$ cat config.mk
export PLATFORM = sky130hd
export DESIGN_NAME = mem_access_unit
export DESIGN_NICKNAME = d
export VERILOG_FILES = /design/src/rtl/mem_pkg.sv /design/src/rtl/lsu_lane_align.sv /design/src/rtl/mem_access_unit.sv
export SDC_FILE = /design/constraint.sdc
export NUM_CORES = 1
export LEC_CHECK = 0
export BUFFER_PORTS_ARGS = -buffer_cell sky130_fd_sc_hd__buf_2
export CORE_AREA = 3 3 126 128
export CTS_CLUSTER_SIZE = 24
export DETAILED_ROUTE_END_ITERATION = 16
export DIE_AREA = 0 0 129 131
export GPL_ROUTABILITY_DRIVEN = 0
export PLACE_DENSITY_LB_ADDON = 0.25
export SLEW_MARGIN = 20
export SYNTH_ARGS = -nofsm -noshare
export SYNTH_HDL_FRONTEND = slang
export SYNTH_HIERARCHICAL = 1
export SYNTH_SLANG_ARGS = --single-unit
$ cat constraint.sdc
create_clock -name clk -period 3.3 [get_ports clk]
set_clock_uncertainty 0.05 [all_clocks]
set_input_delay 0.495 -clock clk [delete_from_list [all_inputs] [get_ports clk]]
set_output_delay 0.495 -clock clk [all_outputs]
set_load 0.02 [all_outputs]
$ cat src/rtl/mem_pkg.sv
// Shared encodings for the MEM-stage access unit: access sizes, FSM states and
// the accept-time legality check.
package mem_pkg;

  localparam logic [1:0] SZ_BYTE = 2'b00;
  localparam logic [1:0] SZ_HALF = 2'b01;
  localparam logic [1:0] SZ_WORD = 2'b10;

  typedef enum logic [1:0] {
    IDLE  = 2'd0,
    READ  = 2'd1,
    WRITE = 2'd2,
    RESP  = 2'd3
  } mau_state_e;

  // Size 2'b11 is reserved; halves need even addresses, words need 4-byte alignment.
  function automatic logic access_error(input logic [1:0] size, input logic [1:0] offset);
    return (size == 2'b11) ||
           ((size == SZ_HALF) && offset[0]) ||
           ((size == SZ_WORD) && (offset != 2'b00));
  endfunction

endpackage

$ cat src/rtl/lsu_lane_align.sv
// Byte/half lane steering: extracts and extends load data from a memory word and
// merges right-aligned store data into the addressed lane of a word.
module lsu_lane_align
  import mem_pkg::*;
(
  input  logic [1:0]  size_i,
  input  logic [1:0]  offset_i,
  input  logic        unsigned_i,
  input  logic [31:0] word_i,
  input  logic [31:0] store_data_i,
  output logic [31:0] load_data_o,
  output logic [31:0] merged_o
);

  logic [7:0]  lane_b;
  logic [15:0] lane_h;

  always_comb begin
    lane_b = 8'h00;
    case (offset_i)
      2'd0:    lane_b = word_i[7:0];
      2'd1:    lane_b = word_i[15:8];
      2'd2:    lane_b = word_i[23:16];
      default: lane_b = word_i[31:24];
    endcase
    lane_h = offset_i[1] ? word_i[31:16] : word_i[15:0];
  end

  always_comb begin
    load_data_o = word_i;
    merged_o    = word_i;
    case (size_i)
      SZ_BYTE: begin
        load_data_o = {{24{~unsigned_i & lane_b[7]}}, lane_b};
        case (offset_i)
          2'd0:    merged_o[7:0]   = store_data_i[7:0];
          2'd1:    merged_o[15:8]  = store_data_i[7:0];
          2'd2:    merged_o[23:16] = store_data_i[7:0];
          default: merged_o[31:24] = store_data_i[7:0];
        endcase
      end
      SZ_HALF: begin
        load_data_o = {{16{~unsigned_i & lane_h[15]}}, lane_h};
        if (offset_i[1]) merged_o[31:16] = store_data_i[15:0];
        else             merged_o[15:0]  = store_data_i[15:0];
      end
      default: begin
        load_data_o = word_i;
        merged_o    = store_data_i;
      end
    endcase
  end

endmodule

$ cat src/rtl/mem_access_unit.sv
// MEM-stage load/store unit: one request at a time, read-modify-write for
// sub-word stores, one-cycle response pulse with sticky data/error.
module mem_access_unit
  import mem_pkg::*;
(
  input  logic        clk,
  input  logic        rst_n,
  input  logic        req_valid,
  output logic        req_ready,
  input  logic        req_write,
  input  logic [1:0]  req_size,
  input  logic        req_unsigned,
  input  logic [31:0] req_addr,
  input  logic [31:0] req_wdata,
  output logic        resp_valid,
  output logic [31:0] resp_rdata,
  output logic        resp_error,
  output logic        mem_read,
  output logic        mem_write,
  output logic [31:0] mem_address,
  output logic [31:0] mem_write_data,
  input  logic [31:0] mem_read_data,
  output logic [1:0]  dbg_state_o
);

  mau_state_e  state_q;
  logic        write_q;
  logic [1:0]  size_q;
  logic        unsigned_q;
  logic [31:0] addr_q;
  logic [31:0] store_q;
  logic [31:0] mem_wdata_q;
  logic [31:0] rdata_q;
  logic        error_q;

  logic [31:0] load_data;
  logic [31:0] merged_word;

  // Handshake: a request transfers on a rising edge where req_valid && req_ready;
  // req_ready is high only in IDLE, so at most one access is in flight and the
  // requester may change its fields freely after the transfer cycle.
  assign req_ready      = (state_q == IDLE);
  assign resp_valid     = (state_q == RESP);
  assign mem_read       = (state_q == READ);
  assign mem_write      = (state_q == WRITE);
  assign mem_address    = {addr_q[31:2], 2'b00};
  assign mem_write_data = mem_wdata_q;
  assign resp_rdata     = rdata_q;
  assign resp_error     = error_q;
  assign dbg_state_o    = state_q;

  lsu_lane_align u_lane (
    .size_i       (size_q),
    .offset_i     (addr_q[1:0]),
    .unsigned_i   (unsigned_q),
    .word_i       (mem_read_data),
    .store_data_i (store_q),
    .load_data_o  (load_data),
    .merged_o     (merged_word)
  );

  always_ff @(posedge clk or negedge rst_n) begin
    if (!rst_n) begin
      state_q     <= IDLE;
      write_q     <= 1'b0;
      size_q      <= SZ_BYTE;
      unsigned_q  <= 1'b0;
      addr_q      <= 32'h0;
      store_q     <= 32'h0;
      mem_wdata_q <= 32'h0;
      rdata_q     <= 32'h0;
      error_q     <= 1'b0;
    end else begin
      case (state_q)
        IDLE: begin
          if (req_valid) begin
            write_q    <= req_write;
            size_q     <= req_size;
            unsigned_q <= req_unsigned;
            addr_q     <= req_addr;
            store_q    <= req_wdata;
            if (access_error(req_size, req_addr[1:0])) begin
              rdata_q <= 32'h0;
              error_q <= 1'b1;
              state_q <= RESP;
            end else if (req_write && (req_size == SZ_WORD)) begin
              mem_wdata_q <= req_wdata;
              state_q     <= WRITE;
            end else begin
              state_q <= READ;
            end
          end
        end
        READ: begin
          // The read word is consumed here, so nothing needs to survive past this edge.
          if (write_q) begin
            mem_wdata_q <= merged_word;
            state_q     <= WRITE;
          end else begin
            rdata_q <= load_data;
            error_q <= 1'b0;
            state_q <= RESP;
          end
        end
        WRITE: begin
          rdata_q <= 32'h0;
          error_q <= 1'b0;
          state_q <= RESP;
        end
        RESP:    state_q <= IDLE;
        default: state_q <= IDLE;
      endcase
    end
  end

endmodule
; ---- Word-level counts from Yosys, hierarchy flattened
; Cells that the tools add are included.
[op_classes]
n_addsub = 0
mul = 0
n_div = 0
n_lt_le_gt_ge = 0
n_eq_ne = 15
n_shift = 0
muxes = 28
bitwise = 3
n_reduce_logical = 15
[op_table]
columns = op, n
row1 = 2-to-1 mux 32 bit, 7
row2 = case mux 32 bit (2 select lines), 3
row3 = case mux 32 bit (3 select lines), 1
row4 = 2-to-1 mux 16 bit, 3
row5 = 2-to-1 mux 8 bit, 4
row6 = case mux 8 bit (3 select lines), 1
row7 = "equality test 2 bit, second input constant", 5
row8 = "equality test 2 x 1 -> 1 bit, second input constant", 4
row9 = case mux 2 bit (4 select lines), 1
row10 = zero test 2 bit, 3
row11 = 2-to-1 mux 2 bit, 3
row12 = "!= test 2 x 1 -> 1 bit, second input constant", 3
row13 = "!= test 2 bit, second input constant", 3
row14 = AND reduction 5 bit, 1
row15 = 2-to-1 mux 1 bit, 4
row16 = AND reduction 4 bit, 1
row17 = nonzero test 2 bit, 2
row18 = logical AND 1 bit, 3
row19 = case mux 1 bit (3 select lines), 1
row20 = nonzero test 3 bit, 1
row21 = OR reduction 3 bit, 1
row22 = AND 1 bit, 2
row23 = logical OR 1 bit, 2
row24 = AND reduction 2 bit, 1
row25 = NOT 1 bit, 1
[word_totals]
register_bits = 135
latch_bits = 0
mem_bits_rw = 0
rom_bits = 0
output_inout_bits = 103
word_cells = 70
n_memories = 0

; ---- Depth between registers and ports, before layout
; Gate-level depths: netlist (run 1).
[depth]
ltp_word = 7
mapped_depth = 8
depth_no_buf = 6

; ---- Cells and area by module
; Netlist (run 1), hierarchy kept.
[modules_own_cells]
columns = mod, n_inst, cells_per_inst, area_each_um2, seq_area_each_um2
row1 = mem_access_unit, 1, 449, 6003.3, 3378.2
row2 = lsu_lane_align, 1, 251, 1928.1, 0.0

; ---- Worst setup path after synthesis (run 1)
; No wires, ideal clock.
[synth_path]
path_kind = reg2reg
start = reg state_q[0] (netlist: dbg_state_o[0])
end = reg mem_wdata_q[10] (netlist: mem_write_data[10])
setup_time_ns = 0.125
arrival_time_ns = 2.429
required_ns = 3.125
setup_slack_ns = 0.696
path_stages_with_launch = 8
n_path_buf = 1
synth_period_minus_slack_ns = 2.604
path_cell_list = dfrtp_1 > inv_1 > ha_1 > nand2_1 > or4_4 > o22ai_4 > buf_6 > mux2_2
[synth_between]
elab_chain_len = 3
[synth_rtl]
columns = item, line
row1 = from (decl), mem_access_unit.sv:26  ; mau_state_e state_q;
row2 = from (signal assigned), mem_access_unit.sv:64  ; state_q <= IDLE;
row3 = from (signal assigned), mem_access_unit.sv:85  ; state_q <= RESP;
row4 = from (signal assigned), mem_access_unit.sv:88  ; state_q <= WRITE;
row5 = zero test 2 bit (*), --
row6 = named net req_ready, mem_access_unit.sv:9  ; output logic req_ready,
row7 = != test 2 x 1 -> 1 bit (no source line) (tied with other cells), --
row8 = AND reduction 5 bit (no source line), --
row9 = to (signal assigned), mem_access_unit.sv:87  ; mem_wdata_q <= req_wdata;
row10 = to (signal assigned), mem_access_unit.sv:97  ; mem_wdata_q <= merged_word;
row11 = to (decl), mem_access_unit.sv:32  ; logic [31:0] mem_wdata_q;
; Mark *: on every way through the listed nets, which the timed path passes. The rest lies on a longest branch.
; A chain may end at the register's enable or synchronous reset.

; ---- Worst setup path after layout (run 1)
[layout_path]
start = reg state_q[1] (netlist: dbg_state_o[1])
end = out mem_read
[layout_between]
elab_chain_len = 1
[layout_rtl]
columns = item, line
row1 = equality test 2 x 1 -> 1 bit, mem_access_unit.sv:44  ; assign mem_read = (state_q == READ);
row2 = to (decl), mem_access_unit.sv:18  ; output logic mem_read,
; No other way between the ends.

==> summary.txt, run 1 <==
Outcome
  • Outcome: finished, final reports clean

Logic synthesis
  • Most frequent cell after synthesis: mux2_2
  • Async SR Flop Fraction: 100.0%
  • Yosys reg bits: 135
  • Gate Count Post-Synth: 700
  • Post-synth EDFFs: 0
  • Post-synthesis cell area: 0.007931 mm²
  • Yosys top cell by area: dfrtp_1
  • Sequential-to-total area share from yosys stat: 42.59%
  • Mean Syn Cell Area: 11.33 µm²
  • Cell variety after synth: 46
  • Leading cell types by count after synthesis: 138 x mux2_2, 135 x dfrtp_1, 66 x mux2i_1
  • Most used DFF post-synth: dfrtp_1
  • Top cell type's share of synthesized area: 42.59%
  • Synth top area cells: dfrtp_1 43%, mux2_2 20%, mux2i_1 8.3%
  • Synth warn: 6

Final layout
  • Final instance area: 0.009427 mm²
  • Area Overhead vs Synth: 18.85%
  • Fraction of layout cells with a size suffix above 1: 46.89%
  • Final nets: 964
  • ANT cells: 0

Global route
  • GR peak layer: met2
  • GR Util met1: 30.38%
  • Met3 usage: 6.220%
  • Largest net degree at the start of global routing: 69
  • Met2 usage: 39.21%
  • First-pass GRT wire length: 31.61 mm
  • Total global-route track usage: 24.28%
  • GRT overflow: 0
  • Initial antenna violation count: 0
  • Vias in the first global route: 6139

Routing
  • Post-route ant nets: 0
  • Pre-Repair DR Iteration Count: 5
  • Routed via count: 6083
  • Drt total wl: 20.65 mm
  • DR WL/cell: 19.56 µm
  • Initial DRC Count: 434
  • Via-to-Cell Ratio: 5.760
  • # DRC: 0

STA
  • Max-slew headroom: 41.75%
  • Final Hold Vio Count: 0
  • Setup Viol. Count Final: 0
  • Crit share post-route: 80.57%
  • Final Max Tran Viols: 0
  • Tmin final: 2659 ps
  • Achievable frequency: 376.1 MHz
  • Hold slack: 251.5 ps
  • RSZ-0062 raised after global routing: no
  • Fin worst setup slack: 641.2 ps
  • Slew @ Worst Pin: 873.7 ps
  • Setup TNS: 0 ps

Worst setup path
  • Crit Path Class: flop to primary output
  • CP Capture Type: primary output
  • Worst r2r src: dbg_state_o[0]
  • Reg2reg path depth: 7
  • Worst endpoint required time: 2750 ps
  • Startpoint type of the worst setup path: flop
  • Critical path arrival: 2110 ps
  • Worst Path Max Fanout: 66
  • Reg2reg setup slack: 660 ps
  • Worst reg2reg path endpoint: mem_write_data[31]

Clocking
  • Htree depth: 4
  • CTS tree: done
  • Clock insertion delay at the later pin of the skew report: 420 ps
  • Number of clock sinks: 135
  • Root Driver: clkbuf_16
  • Clk buf depth: 2
  • CTS Buf Count: 17
  • Worst-path clk slew: 60 ps
  • Setup Buffers After CTS: 0

Min path
  • HP Start: req_addr[23]
  • Hold Path Class: input pin to flop
  • Hold Path End: addr_q[23]
  • WHS Path Cells: 2

Pwr
  • Gate power share: 51.7%
  • Int Pwr: 6.197 mW
  • Clock power share: 19.4%
  • Total power: 10.44 mW
  • Peak supply drop: 0.8865 mV
  • Pwr/cell area: 1107 mW/mm²
  • Sw power: 4.240 mW
  • Switching share of power: 40.63%
  • Leak Pwr: 4.475 nW
  • Seq pwr share: 29.0%

Placed design
  • Count of input and output buffers: 203
  • Place WS: 656.3 ps
  • Area of placed instances: 0.008785 mm²
  • Dpl hpwl: 15.22 mm

Floorplan
  • Top Ports: 206
  • Initial Utilization: 52.96%
  • FP Rows: 45
  • Die Y-Extent: 131 µm
  • Area of the core: 0.01498 mm²
  • Die X: 129 µm
  • Die area: 0.01690 mm²

Flow run
  • Max-cap viol count: 0
power by group through the flow:
stage	Sequential, mW	Clock, mW	Combinational (mW)
final	3.02	2.02	5.39
after global routing	3.11	2.13	5.81
after CTS	3.02	2.05	5.41
after detailed placement	3.04	0	5.40
after global placement	3.00	0	5.23
after floorplan	3.21	0	4.12
routing by layer:
metal	vias to the layer above	wire length [µm]
met5	-	0
met4	0	806
met3	64	1637
met2	305	9893
met1	2943	8315
li1	2771	-
state kept, by name, summed over array words and instances, names as in the netlist:
name and flops:
addr_q 32, mem_write_data 32, resp_rdata 32, store_q 32
dbg_state_o 2, size_q 2, resp_error 1, unsigned_q 1
write_q 1
layout make-up:
cell class              instances  area [µm²]
fillers                      1196        5550
multi-input cells             446        3902
flip-flops and latches        135        3379
repair buffers                215        1127
clock buffers                  21       460.4
well taps                     188       235.2
clock inverters                11       171.4
inverters                      40       150.1
how the worst max path moves through the flow:
stage	start	endpoint	depth (start not counted)
final	dbg_state_o[1]	mem_read	4
after global routing	dbg_state_o[1]	mem_read	4
after CTS	dbg_state_o[1]	mem_read	4
after detailed placement	dbg_state_o[0]	mem_write_data[12]	7
after global placement	dbg_state_o[0]	mem_write_data[11]	7
after floorplan	dbg_state_o[0]	mem_write_data[10]	7
kinds of logic after synthesis:
group	share of synthesized area, %
flip-flops	42.59
other	0.04728
buffers and inverters	8.345
multiplexers	30.38
AND/OR/NAND/NOR	8.945
adder cells (fa/ha/maj)	0.9465
AO/OA/AOI/OAI	8.740
metrics by stage:
stage               cells  utilization (%)
floorplan             701                -
global placement     1023            58.66
detailed placement   1023            58.66
CTS                  1056            62.94
global route         1056            62.94
finish               1056            62.94
cells in the final DEF, fill, tap and decap left out, drive strengths merged, types with 4 or more instances in the layout:
cell type / Yosys / final
buf: 64 / 214
mux2: 141 / 141
dfrtp: 135 / 135
mux2i: 66 / 66
nand2: 64 / 64
inv: 40 / 41
nor2b: 35 / 35
o22ai: 24 / 24
clkbuf: 16 / 21
o221ai: 17 / 17
o21ai: 12 / 12
nor2: 8 / 8
a211oi: 8 / 8
and3b: 8 / 8
a221o: 8 / 8
o211ai: 8 / 8
mux4: 7 / 7
and2: 7 / 7
ha: 6 / 6
a21oi: 4 / 4
bufinv: 0 / 4
nand2b: 4 / 4
clkinv: 0 / 4
timing repair:
item | in CTS | in global routing
setup endpoints to repair | 0 | 0
resized for setup | 0 | 0
hold buffers | 1 | 0
hold endpoints to repair | 50 | 0
worst max-delay path, stage by stage (launching register included):
cell,delay [ps]
dfrtp_1,440
inv_1,140
ha_2,200
buf_4,610
buf_2,300
(Power assumes the default switching activity.)
==> run 2: changes to the inputs <==
--- a/config.mk
+++ b/config.mk
@@ -6,10 +6,10 @@
 export NUM_CORES = 1
 export LEC_CHECK = 0
 export BUFFER_PORTS_ARGS = -buffer_cell sky130_fd_sc_hd__buf_2
-export CORE_AREA = 3 3 126 128
+export CORE_AREA = 3 3 132 134
 export CTS_CLUSTER_SIZE = 24
 export DETAILED_ROUTE_END_ITERATION = 16
-export DIE_AREA = 0 0 129 131
+export DIE_AREA = 0 0 135 137
 export GPL_ROUTABILITY_DRIVEN = 0
 export PLACE_DENSITY_LB_ADDON = 0.25
 export SLEW_MARGIN = 20
==> constraint.sdc (replaced) <==
create_clock -name clk -period 2.2 [get_ports clk]
set_clock_uncertainty 0.05 [all_clocks]
set_input_delay 0.33 -clock clk [delete_from_list [all_inputs] [get_ports clk]]
set_output_delay 0.33 -clock clk [all_outputs]
set_load 0.02 [all_outputs]
==> summary.txt, run 2 (same netlist as run 1, synthesis figures left out) <==
Outcome
  • Failing checks: setup timing
  • Outcome: finished, violations left

STA
  • Tmin final: 2217 ps
  • Fin worst setup slack: -17.42 ps (-658.6 ps)
  • Crit share post-route: 100.8%
  • Setup TNS: -106.9 ps (-106.9 ps)
  • Final Hold Vio Count: 0 (unchanged)
  • Hold slack: 84.87 ps (-166.6 ps)
  • Achievable frequency: 451.0 MHz
  • Slew @ Worst Pin: 1100 ps (+226.2 ps)
  • Max-slew headroom: 26.66% (-15 points)
  • Final Max Tran Viols: 0 (unchanged)
  • Setup Viol. Count Final: 14 (+14)
  • RSZ-0062 raised after global routing: yes

Final layout
  • Area Overhead vs Synth: 24.04%
  • Fraction of layout cells with a size suffix above 1: 49.22% (+2.3 points)
  • Register area: 0.003382 mm² (about the same)
  • Final instance area: 0.009838 mm² (+4.4%)
  • ANT cells: 0 (unchanged)
  • Filler instances: 1405 (+17%)
  • Most common cell after layout, fill and taps aside: buf_2
  • Most frequent cells in the layout: 202 x buf_2, 132 x dfrtp_1, 119 x mux2_2
  • Area taken by multi-input logic gates: 0.004003 mm² (+2.6%)
  • Final nets: 991 (+2.8%)

Routing
  • # DRC: 0 (unchanged)
  • Post-route ant nets: 0 (unchanged)
  • Initial DRC Count: 315 (-27%)
  • Drt total wl: 21.06 mm (+2.0%)
  • Pre-Repair DR Iteration Count: 4 (-1)
  • DR WL/cell: 18.90 µm (-3.3%)
  • Routed via count: 5915 (-2.8%)
  • Via-to-Cell Ratio: 5.310 (-7.8%)

Worst setup path
  • Reg2reg setup slack: -20 ps (-680 ps)
  • Worst reg2reg path endpoint: mem_write_data[19]
  • Critical path arrival: 2460 ps (+350 ps)
  • CP Capture Type: flop
  • Startpoint type of the worst setup path: flop
  • Worst Path Max Fanout: 7 (-89%)
  • Worst r2r src: dbg_state_o[0]
  • Reg2reg path depth: 8 (+1)
  • Crit Path Class: flop to flop
  • Worst endpoint required time: 2450 ps (-300 ps)

Min path
  • Hold Path Class: input pin to flop
  • WHS Path Cells: 2 (unchanged)
  • HP Start: req_addr[18]
  • Hold Path End: addr_q[18]

Placed design
  • Dpl hpwl: 15.38 mm (+1.1%)
  • Count of input and output buffers: 203 (unchanged)
  • Area of placed instances: 0.009032 mm² (+2.8%)

Global route
  • Initial antenna violation count: 0 (unchanged)
  • First-pass GRT wire length: 31.99 mm (+1.2%)
  • Vias in the first global route: 5835 (-5.0%)
  • Total global-route track usage: 22.33% (-1.9 points)
  • Largest net degree at the start of global routing: 69 (unchanged)
  • GRT overflow: 0 (unchanged)

Floorplan
  • Area of the core: 0.01641 mm² (+9.5%)
  • Initial Utilization: 48.34% (-4.6 points)
  • Die X: 135 µm (+4.7%)
  • Die area: 0.01850 mm² (+9.4%)
  • FP Rows: 47 (+4.4%)
  • Top Ports: 206 (unchanged)
  • Die Y-Extent: 137 µm (+4.6%)

Clocking
  • Clk buf depth: 2 (unchanged)
  • Worst-path clk slew: 60 ps (about the same)
  • CTS Buf Count: 17 (unchanged)
  • Clock insertion delay at the later pin of the skew report: 420 ps (about the same)
  • Root Driver: clkbuf_16
  • CTS tree: done
  • Number of clock sinks: 135 (unchanged)
  • Htree depth: 4 (unchanged)

Flow run
  • Max-cap viol count: 0 (unchanged)

Pwr
  • Peak supply drop: 0.8040 mV (-9.3%)
  • Pwr/cell area: 1653 mW/mm² (+49%)
  • Leak Pwr: 4.676 nW (+4.5%)
  • Total power: 16.26 mW (+56%)
run 2: changes by cell type in the layout (fill, tap and decap cells not counted), sizes merged:
cell	before	now
buf	214	239
clkinvlp	2	6
bufinv	4	3
clkinv	4	3
inv	41	40
run 2: timing repair:
action                                 4_1_cts  5_1_grt
setup endpoints to repair                    0       27
gates resized for setup                      0       25
hold buffers                                 1        0
buffers inserted                             0        4
endpoints found under the hold margin       55        0
run 2: how the worst max path moves through the flow:
stage	slack (ps)	endpoint	start
after floorplan	-100	mem_write_data[10]	dbg_state_o[1]
after global placement	40	mem_write_data[4]	dbg_state_o[0]
after detailed placement	1	mem_write_data[16]	dbg_state_o[0]
after CTS	7	mem_write_data[7]	dbg_state_o[0]
after global routing	-60	mem_write_data[31]	dbg_state_o[0]
final	-20	mem_write_data[19]	dbg_state_o[0]
run 2: final cells by class:
class,count,area share (%)
clock buffer,19,4.502
clock inverter,12,1.564
inverter,40,1.577
multi-input combinational,446,40.68
sequential,135,34.38
tap,220,2.798
timing repair buffer,242,14.50
run 2: worst max-delay path: stages (launching register included):
cell and delay, ps:
dfrtp_2 440, inv_4 80, ha_4 140, nand2_4 40, or4_4 480, o22ai_4 230
buf_12 170, clkbuf_16 160, mux2_4 290
run 2: layer usage:
| metal | up-vias | GRT usage (%) | wire length (µm) |
|---|---|---|---|
| li1 | 2818 | - | - |
| met1 | 2885 | 30.75 | 9496 |
| met2 | 183 | 35.13 | 10050 |
| met3 | 29 | 4.853 | 1106 |
| met4 | 0 | 7.615 | 405 |
| met5 | - | 0 | 0 |
run 2: power breakdown:
part           switching (mW)  leakage (nW)  total [mW]  internal, mW
combinational            4.63          2.76        8.93          4.30
sequential              0.799          1.64        4.44          3.64
clock                    1.09         0.273        2.89          1.80
run 2: through the flow:
step	setup WS (ps)	std cells	util, %
5_1_grt	-55.82	1114	59.96
3_3_place_gp	40.68	1075	55.05
2_1_floorplan	-99.68	701	-
4_1_cts	6.941	1107	58.75
6_report	-17.42	1114	59.96
3_5_place_dp	0.9903	1075	55.05
